<file path="src/rtl/uart_tx_drain.sv">
// UART transmit back-end: pops bytes from a fall-through FIFO and shifts them
// out as 8N1/8N2 frames, chaining frames back-to-back while data is waiting.
module uart_tx_drain #(
    parameter int CLK_DIV   = 542,
    parameter int STOP_BITS = 1
) (
    input  logic       clk,
    input  logic       rst,
    input  logic       fifo_empty,
    input  logic [7:0] fifo_dout,
    output logic       fifo_deq,
    input  logic       cts,
    output logic       tx,
    output logic       busy
);

    localparam int BC_W = $clog2(CLK_DIV);

    typedef enum logic [1:0] {S_IDLE, S_START, S_DATA, S_STOP} state_t;

    state_t            r_state, w_state_n;
    logic [7:0]        r_sh, w_sh_n;
    logic [2:0]        r_bitn, w_bitn_n;
    logic [BC_W-1:0]   r_bc, w_bc_n;
    logic              r_stop, w_stop_n;
    logic              r_tx, w_tx_n;
    logic              r_busy, w_busy_n;
    logic              w_go;
    logic              w_bit_end;
    logic              w_pop;

    assign w_go      = !fifo_empty && cts;
    assign w_bit_end = (r_bc == BC_W'(CLK_DIV - 1));

    always_comb begin
        w_state_n = r_state;
        w_sh_n    = r_sh;
        w_bitn_n  = r_bitn;
        w_bc_n    = r_bc + 1'b1;
        w_stop_n  = r_stop;
        w_tx_n    = r_tx;
        w_busy_n  = r_busy;
        w_pop     = 1'b0;

        case (r_state)
            S_IDLE: begin
                w_bc_n   = '0;
                w_stop_n = 1'b0;
                w_pop    = w_go;
            end
            S_START: begin
                if (w_bit_end) begin
                    w_bc_n    = '0;
                    w_tx_n    = r_sh[0];
                    w_bitn_n  = 3'd0;
                    w_state_n = S_DATA;
                end
            end
            S_DATA: begin
                if (w_bit_end) begin
                    w_bc_n   = '0;
                    w_sh_n   = r_sh >> 1;
                    w_bitn_n = r_bitn + 3'd1;
                    if (r_bitn == 3'd7) begin
                        w_tx_n    = 1'b1;
                        w_stop_n  = 1'b0;
                        w_state_n = S_STOP;
                    end else begin
                        w_tx_n = r_sh[1];
                    end
                end
            end
            S_STOP: begin
                if (w_bit_end) begin
                    w_bc_n = '0;
                    if (r_stop == 1'(STOP_BITS - 1)) begin
                        // Last stop cycle doubles as a launch slot for the next byte.
                        w_pop = w_go;
                        if (!w_go) begin
                            w_state_n = S_IDLE;
                            w_busy_n  = 1'b0;
                            w_stop_n  = 1'b0;
                        end
                    end else begin
                        w_stop_n = r_stop + 1'b1;
                    end
                end
            end
            default: begin
                w_state_n = S_IDLE;
                w_busy_n  = 1'b0;
                w_tx_n    = 1'b1;
            end
        endcase

        if (w_pop) begin
            w_state_n = S_START;
            w_sh_n    = fifo_dout;
            w_bc_n    = '0;
            w_stop_n  = 1'b0;
            w_tx_n    = 1'b0;
            w_busy_n  = 1'b1;
        end
    end

    // Registers sit at reset while rst is low, so the strobe is gated to keep it quiet too.
    assign fifo_deq = w_pop && rst;

    always_ff @(posedge clk or negedge rst) begin
        if (!rst) begin
            r_state <= S_IDLE;
            r_sh    <= '0;
            r_bitn  <= '0;
            r_bc    <= '0;
            r_stop  <= 1'b0;
            r_tx    <= 1'b1;
            r_busy  <= 1'b0;
        end else begin
            r_state <= w_state_n;
            r_sh    <= w_sh_n;
            r_bitn  <= w_bitn_n;
            r_bc    <= w_bc_n;
            r_stop  <= w_stop_n;
            r_tx    <= w_tx_n;
            r_busy  <= w_busy_n;
        end
    end

    assign tx   = r_tx;
    assign busy = r_busy;

endmodule

</file>
<file path="config.mk">
export PLATFORM = sky130hd
export DESIGN_NAME = uart_tx_drain
export DESIGN_NICKNAME = d
export VERILOG_FILES = /design/src/rtl/uart_tx_drain.sv
export SDC_FILE = /design/constraint.sdc
export NUM_CORES = 1
export LEC_CHECK = 0
export BUFFER_PORTS_ARGS = -buffer_cell sky130_fd_sc_hd__buf_2
export CAP_MARGIN = 30
export CORE_ASPECT_RATIO = 1.75
export CORE_MARGIN = 4
export CORE_UTILIZATION = 55
export DETAILED_ROUTE_END_ITERATION = 6
export PLACE_DENSITY = 0.84
export SLEW_MARGIN = 20
export SYNTH_ARGS = -nofsm -noshare
export SYNTH_HDL_FRONTEND = slang
export SYNTH_SLANG_ARGS = --single-unit
</file>
<file path="constraint.sdc">
create_clock -name clk -period 2.2 [get_ports clk]
set_input_delay 0.33 -clock clk [delete_from_list [all_inputs] [get_ports clk]]
set_output_delay 0.33 -clock clk [all_outputs]
set_load 0.02 [all_outputs]
</file>
* After elaboration in Yosys (flattened, before gate mapping) *
Cells that the tools add are included.

storage, ports and cells
  memory bits (writable) = 0
  bits in latches = 0
  memory bits (read-only) = 0
  logic and storage cells = 79
  output and inout port bits = 3
  register bits after elaboration = 26
  memories kept = 0
  bits of input ports = 12

cells by class
  divide/modulo/power cells = 0
  equality and inequality tests = 15
  muxes and demuxes = 36
  reductions and logical operators = 18
  bitwise operators = 0
  add/subtract/negate cells = 3
  $lt $le $gt $ge = 0
  shift-type cells = 0
  multiply operators = 0

operators with widths
  operator                                                         number
  8-bit 2-to-1 mux                                                 3
  10-bit 2-to-1 mux                                                2
  10-bit case mux with 2 select lines                              1
  3-bit != test, second input constant                             6
  1-bit 2-to-1 mux                                                 16
  2-bit 2-to-1 mux                                                 7
  10-bit by 1-bit adder with 10-bit output, second input constant  1
  10-bit == test, second input constant                            1
  4-bit AND reduction                                              2
  2-bit nonzero test                                               4
  4-bit nonzero test                                               2
  7-bit AND reduction                                              1
  3-bit 2-to-1 mux                                                 2
  2-bit case mux with 3 select lines                               1
  3-bit case mux with 2 select lines                               1
  3-bit AND reduction                                              2
  2-bit == test, second input constant                             2
  2-bit by 1-bit != test with 1-bit output, second input constant  2
  2-bit != test, second input constant                             2
  1-bit case mux with 2 select lines                               2
  3-bit by 1-bit adder with 3-bit output, second input constant    1
  3-bit == test, second input constant                             1
  1-bit case mux with 3 select lines                               1
  3-bit nonzero test                                               1
  other kinds (7)                                                  8

* Depth between registers and ports, before layout *
  word-level depth = 7
  mapped depth = 8

* Worst setup path before layout *
OpenSTA, ideal clock, no wires.

  kind = register -> output
  start = reg r_state[0]
  end = out fifo_deq
  path buffers = 1
  arrival = 1.830 ns
  required time = 1.870 ns
  setup slack = 0.040 ns
  cell stages (with the launch flop) = 8
  path through = dfrtp_1 -> inv_1 -> ha_1 -> nor3b_1 -> and2_2 -> a31oi_4 -> buf_6 -> nor2_1

on the way
  word-level cells in the longest chain between the ends = 3
  elaborated cells between the ends (all ways) = 4
  classes of those cells = 1 x eq/ne; 1 x mux; 2 x reduce/logical

RTL lines
  item                                              RTL line  text
  start: declaration                                21        state_t r_state, w_state_n;
  start signal: assignment                          119       r_state <= w_state_n;
  2-bit == test or 2-bit zero test (tied branches)  45        case (r_state)
  1-bit case mux with 2 select lines *              45
  1-bit logical AND *                               107       assign fifo_deq = w_pop && rst;
  end: declaration                                  11        output logic fifo_deq,

Every way passes the cells marked *; elsewhere a longest branch is shown, timed or not.

* Worst setup path in the final report *
  start = reg r_state[1]
  end = out fifo_deq

Same word-level chain as after synthesis.

==> impl_metrics.yaml <==
setup_path:
  r2r_slack_ns: 0.16
  worst_path_max_delay_cell: "dfrtp_1"
  end_kind: "output pin"
  cp-start-kind: "flip-flop"
  path_cells: "inv_1 -> ha_1 -> nor3b_2 -> buf_4 -> a31oi_4 -> nor2_2 -> buf_4"
  cp_max_fo: 5
  cpMostUsedCell: "buf_4"
  worst-setup-path-type: "reg -> out"
  reg2reg_to: "r_bc[2]"
  arrival_ns: 1.79
  crit_required_ns: 1.87
  reg2reg_depth: 6
  cp_num_buf_inv: 3
  r2r_start: "r_bc[0]"
  crit_family: "flip-flops"
  cp_slowest_stage_delay_ns: 0.42
cts:
  cts_buffers: 3
  htreeDepth: 1
  root_buffer: "clkbuf_8"
  clk_pin_slew_ns: 0.08
  cts_buffer_depth: 2
  cts_sinks: 25
  clk_latency_ns: 0.26
  tritoncts: "yes"
timing:
  finalSetupViolations: 0
  hold_viol_final: 0
  relSlewSlack: 0.776
  fmax_ghz: 0.471
  drv_slew: 0
  fin_ws_ns: 0.0784
  period_share: 0.964
  fin_crit_ns: 2.12
  clock_skew_ns: 0.00275
  worst_slew_pin_slew_ns: 0.336
  tns_ns: 0
drt:
  vias: 951
  avgViaCountPerCell: 5.59
  antenna_left: 0
  routed_wirelength_mm: 2.66
  drt-pass1-iter-count: 4
  wl_per_cell_microns: 15.7
  post-route-drc-count: 0
  drt_iter0_markers: 29
power_and_ir_drop:
  clkPwrFrac: 0.197
  pwr-share-seq: 0.502
  p_sw_uw: 420
  switching_share: 0.310
  irDropWorstVdd_mv: 0.638
  internal_power_uw: 936
  total_power_mw: 1.36
  pwr-share-comb: 0.301
  leakage_nw: 0.791
  power_density_nw_per_um2: 856
finish:
  fillCellCount: 195
  multi_input_area_sq_um: 731
  layout-drive-gt1-share: 0.368
  utilization: 0.643
  seq_area_sq_um: 627
  area_growth_pct: 12.5
  final_nets: 167
  fin_area_sq_um: 1580
  antenna_cells: 0
yosys:
  synth-edff-count: 0
  ys.warnings.count: 0
  synth-async-reset-ratio: 1.00
  syn_area_sq_um: 1410
  ys_seq_elements: 25
  synth.distinct_cells: 35
  yosysTopAreaCell: "dfrtp_1"
  synth_top_family_by_area: "simple AND/OR/NAND/NOR gates"
  ys_top_cells_by_area: "dfrtp_1 43%, ha_1 8.9%, mux2_2 8.0%, mux2_4 4.3%, nor2_1 3.7%"
  synthXorXnorAreaFrac: 0.0498
  syn-mean-instance-area_sq_um: 11.4
  syn_inst: 124
  synth_compound_area_frac: 0.0693
  synthSimpleGateAreaFrac: 0.172
  synthMuxAreaShare: 0.130
  synth_common_cells: "24 x dfrtp_1, 14 x nor2_1, 10 x ha_1, 10 x mux2_2, 8 x inv_1"
  synth_top_area_frac: 0.427
  syn-num-nets: 146
  yosysMostFrequentCell: "dfrtp_1"
  synth_top_flop_cell: "dfrtp_1"
  synth_fa_ha_area_frac: 0.0889
  yosysSeqAreaShare: 0.445
place:
  place_ws_ns: 0.144
  routabilityCongestion: 0.770
  portBuffers: 14
  dpl.hpwl_mm: 1.97
  place_area_sq_um: 1500
floorplanning:
  dieArea_sq_um: 3460
  initial_utilization: 0.572
  core_sq_um: 2460
  dieWidth_microns: 46.2
  io-pin-count: 15
  die_h_microns: 74.9
  row_count: 24
min_path:
  hold_path_class: "in -> async"
flow_run:
  maxCapViolations: 0
grt:
  grt_max_degree: 26
  grt_overflow: 0
  grt.total_usage: 0.163
  grt_pass1_vias: 1012
  antenna_found_initial: 0
  grt_pass1_wl_mm: 4.20
outcome:
  run_status: "complete, no violations"
==> sequential cells by signal, indices dropped and copies added (netlist names) <==
name     flops
r_state      2
r_sh         8
r_bc        10
tx           1
busy         1
r_bitn       3
==> per-layer routing <==
layer | up-vias | wire length [microns] | global-route usage
met4 | 0 | 33 | 0.0696
met3 | 4 | 53 | 0.0263
met1 | 471 | 1040 | 0.191
li1 | 465 | - | -
met5 | - | 0 | 0
met2 | 11 | 1540 | 0.282
==> placed cells by master, fill, tap and decap left out, types with 2 or more instances in the layout <==
cell type,n
a32o_1,2
and3_2,4
buf_2,13
buf_4,7
clkbuf_8,3
dfrtp_1,24
ha_1,10
inv_1,8
mux2_2,10
mux2_4,4
nand2_1,5
nand3_1,6
nand4_1,2
nor2_1,13
nor3_1,2
o21ai_0,3
xnor2_1,4
xor2_1,4
==> power by group through the flow <==
stage	combinational, mW	clock (mW)	sequential (mW)
detailed placement	0.381	0	0.697
global placement	0.358	0	0.683
floorplan	0.298	0	0.674
global route	0.445	0.284	0.697
CTS	0.400	0.273	0.681
finish	0.408	0.268	0.681
==> through the flow <==
stage,instances,hold WS [ns]
after floorplan,124,0.0344
after global placement,163,0.383
after detailed placement,163,0.378
after CTS,169,0.0860
after global routing,170,0.0983
final,170,0.0742
==> how the worst max path moves through the flow <==
stage                    start  slack (ns)       end  cells after the start
floorplan           r_state[0]        0.04  fifo_deq                      7
detailed placement  r_state[0]        0.14  fifo_deq                      7
finish              r_state[1]        0.08  fifo_deq                      7
CTS                 r_state[1]        0.05  fifo_deq                      7
global route        r_state[1]       -0.03  fifo_deq                      7
global placement    r_state[0]        0.22  fifo_deq                      7
==> what timing repair did <==
| action | CTS | global route |
|---|---|---|
| hold buffers | 0 | 0 |
| gates resized for setup | 0 | 6 |
| setup endpoints to repair | 1 | 1 |
| endpoints found under the hold margin | 0 | 0 |
| pin swaps | 1 | 1 |
| buffers inserted | 2 | 1 |
==> cells by family (layout without fill, tap and decap cells) <==
family	after synthesis	in the layout
and+or+nand+nor	43	43
DFF	25	25
muxes	15	15
buffers and inverters	12	32
AOI/OAI and AO/OA	11	11
adders and majority gates	10	10
xor gates and xnor gates	8	8
==> layout make-up <==
cell class,count,share of cell area
Clock buffer,3,0.0261
Clock inverter,1,0.00316
Inverter,8,0.0190
Multi-Input combinational cell,87,0.461
Sequential cell,25,0.396
Tap cell,26,0.0205
Timing Repair Buffer,20,0.0742
No activity file was read; power rests on OpenSTA's default activity.
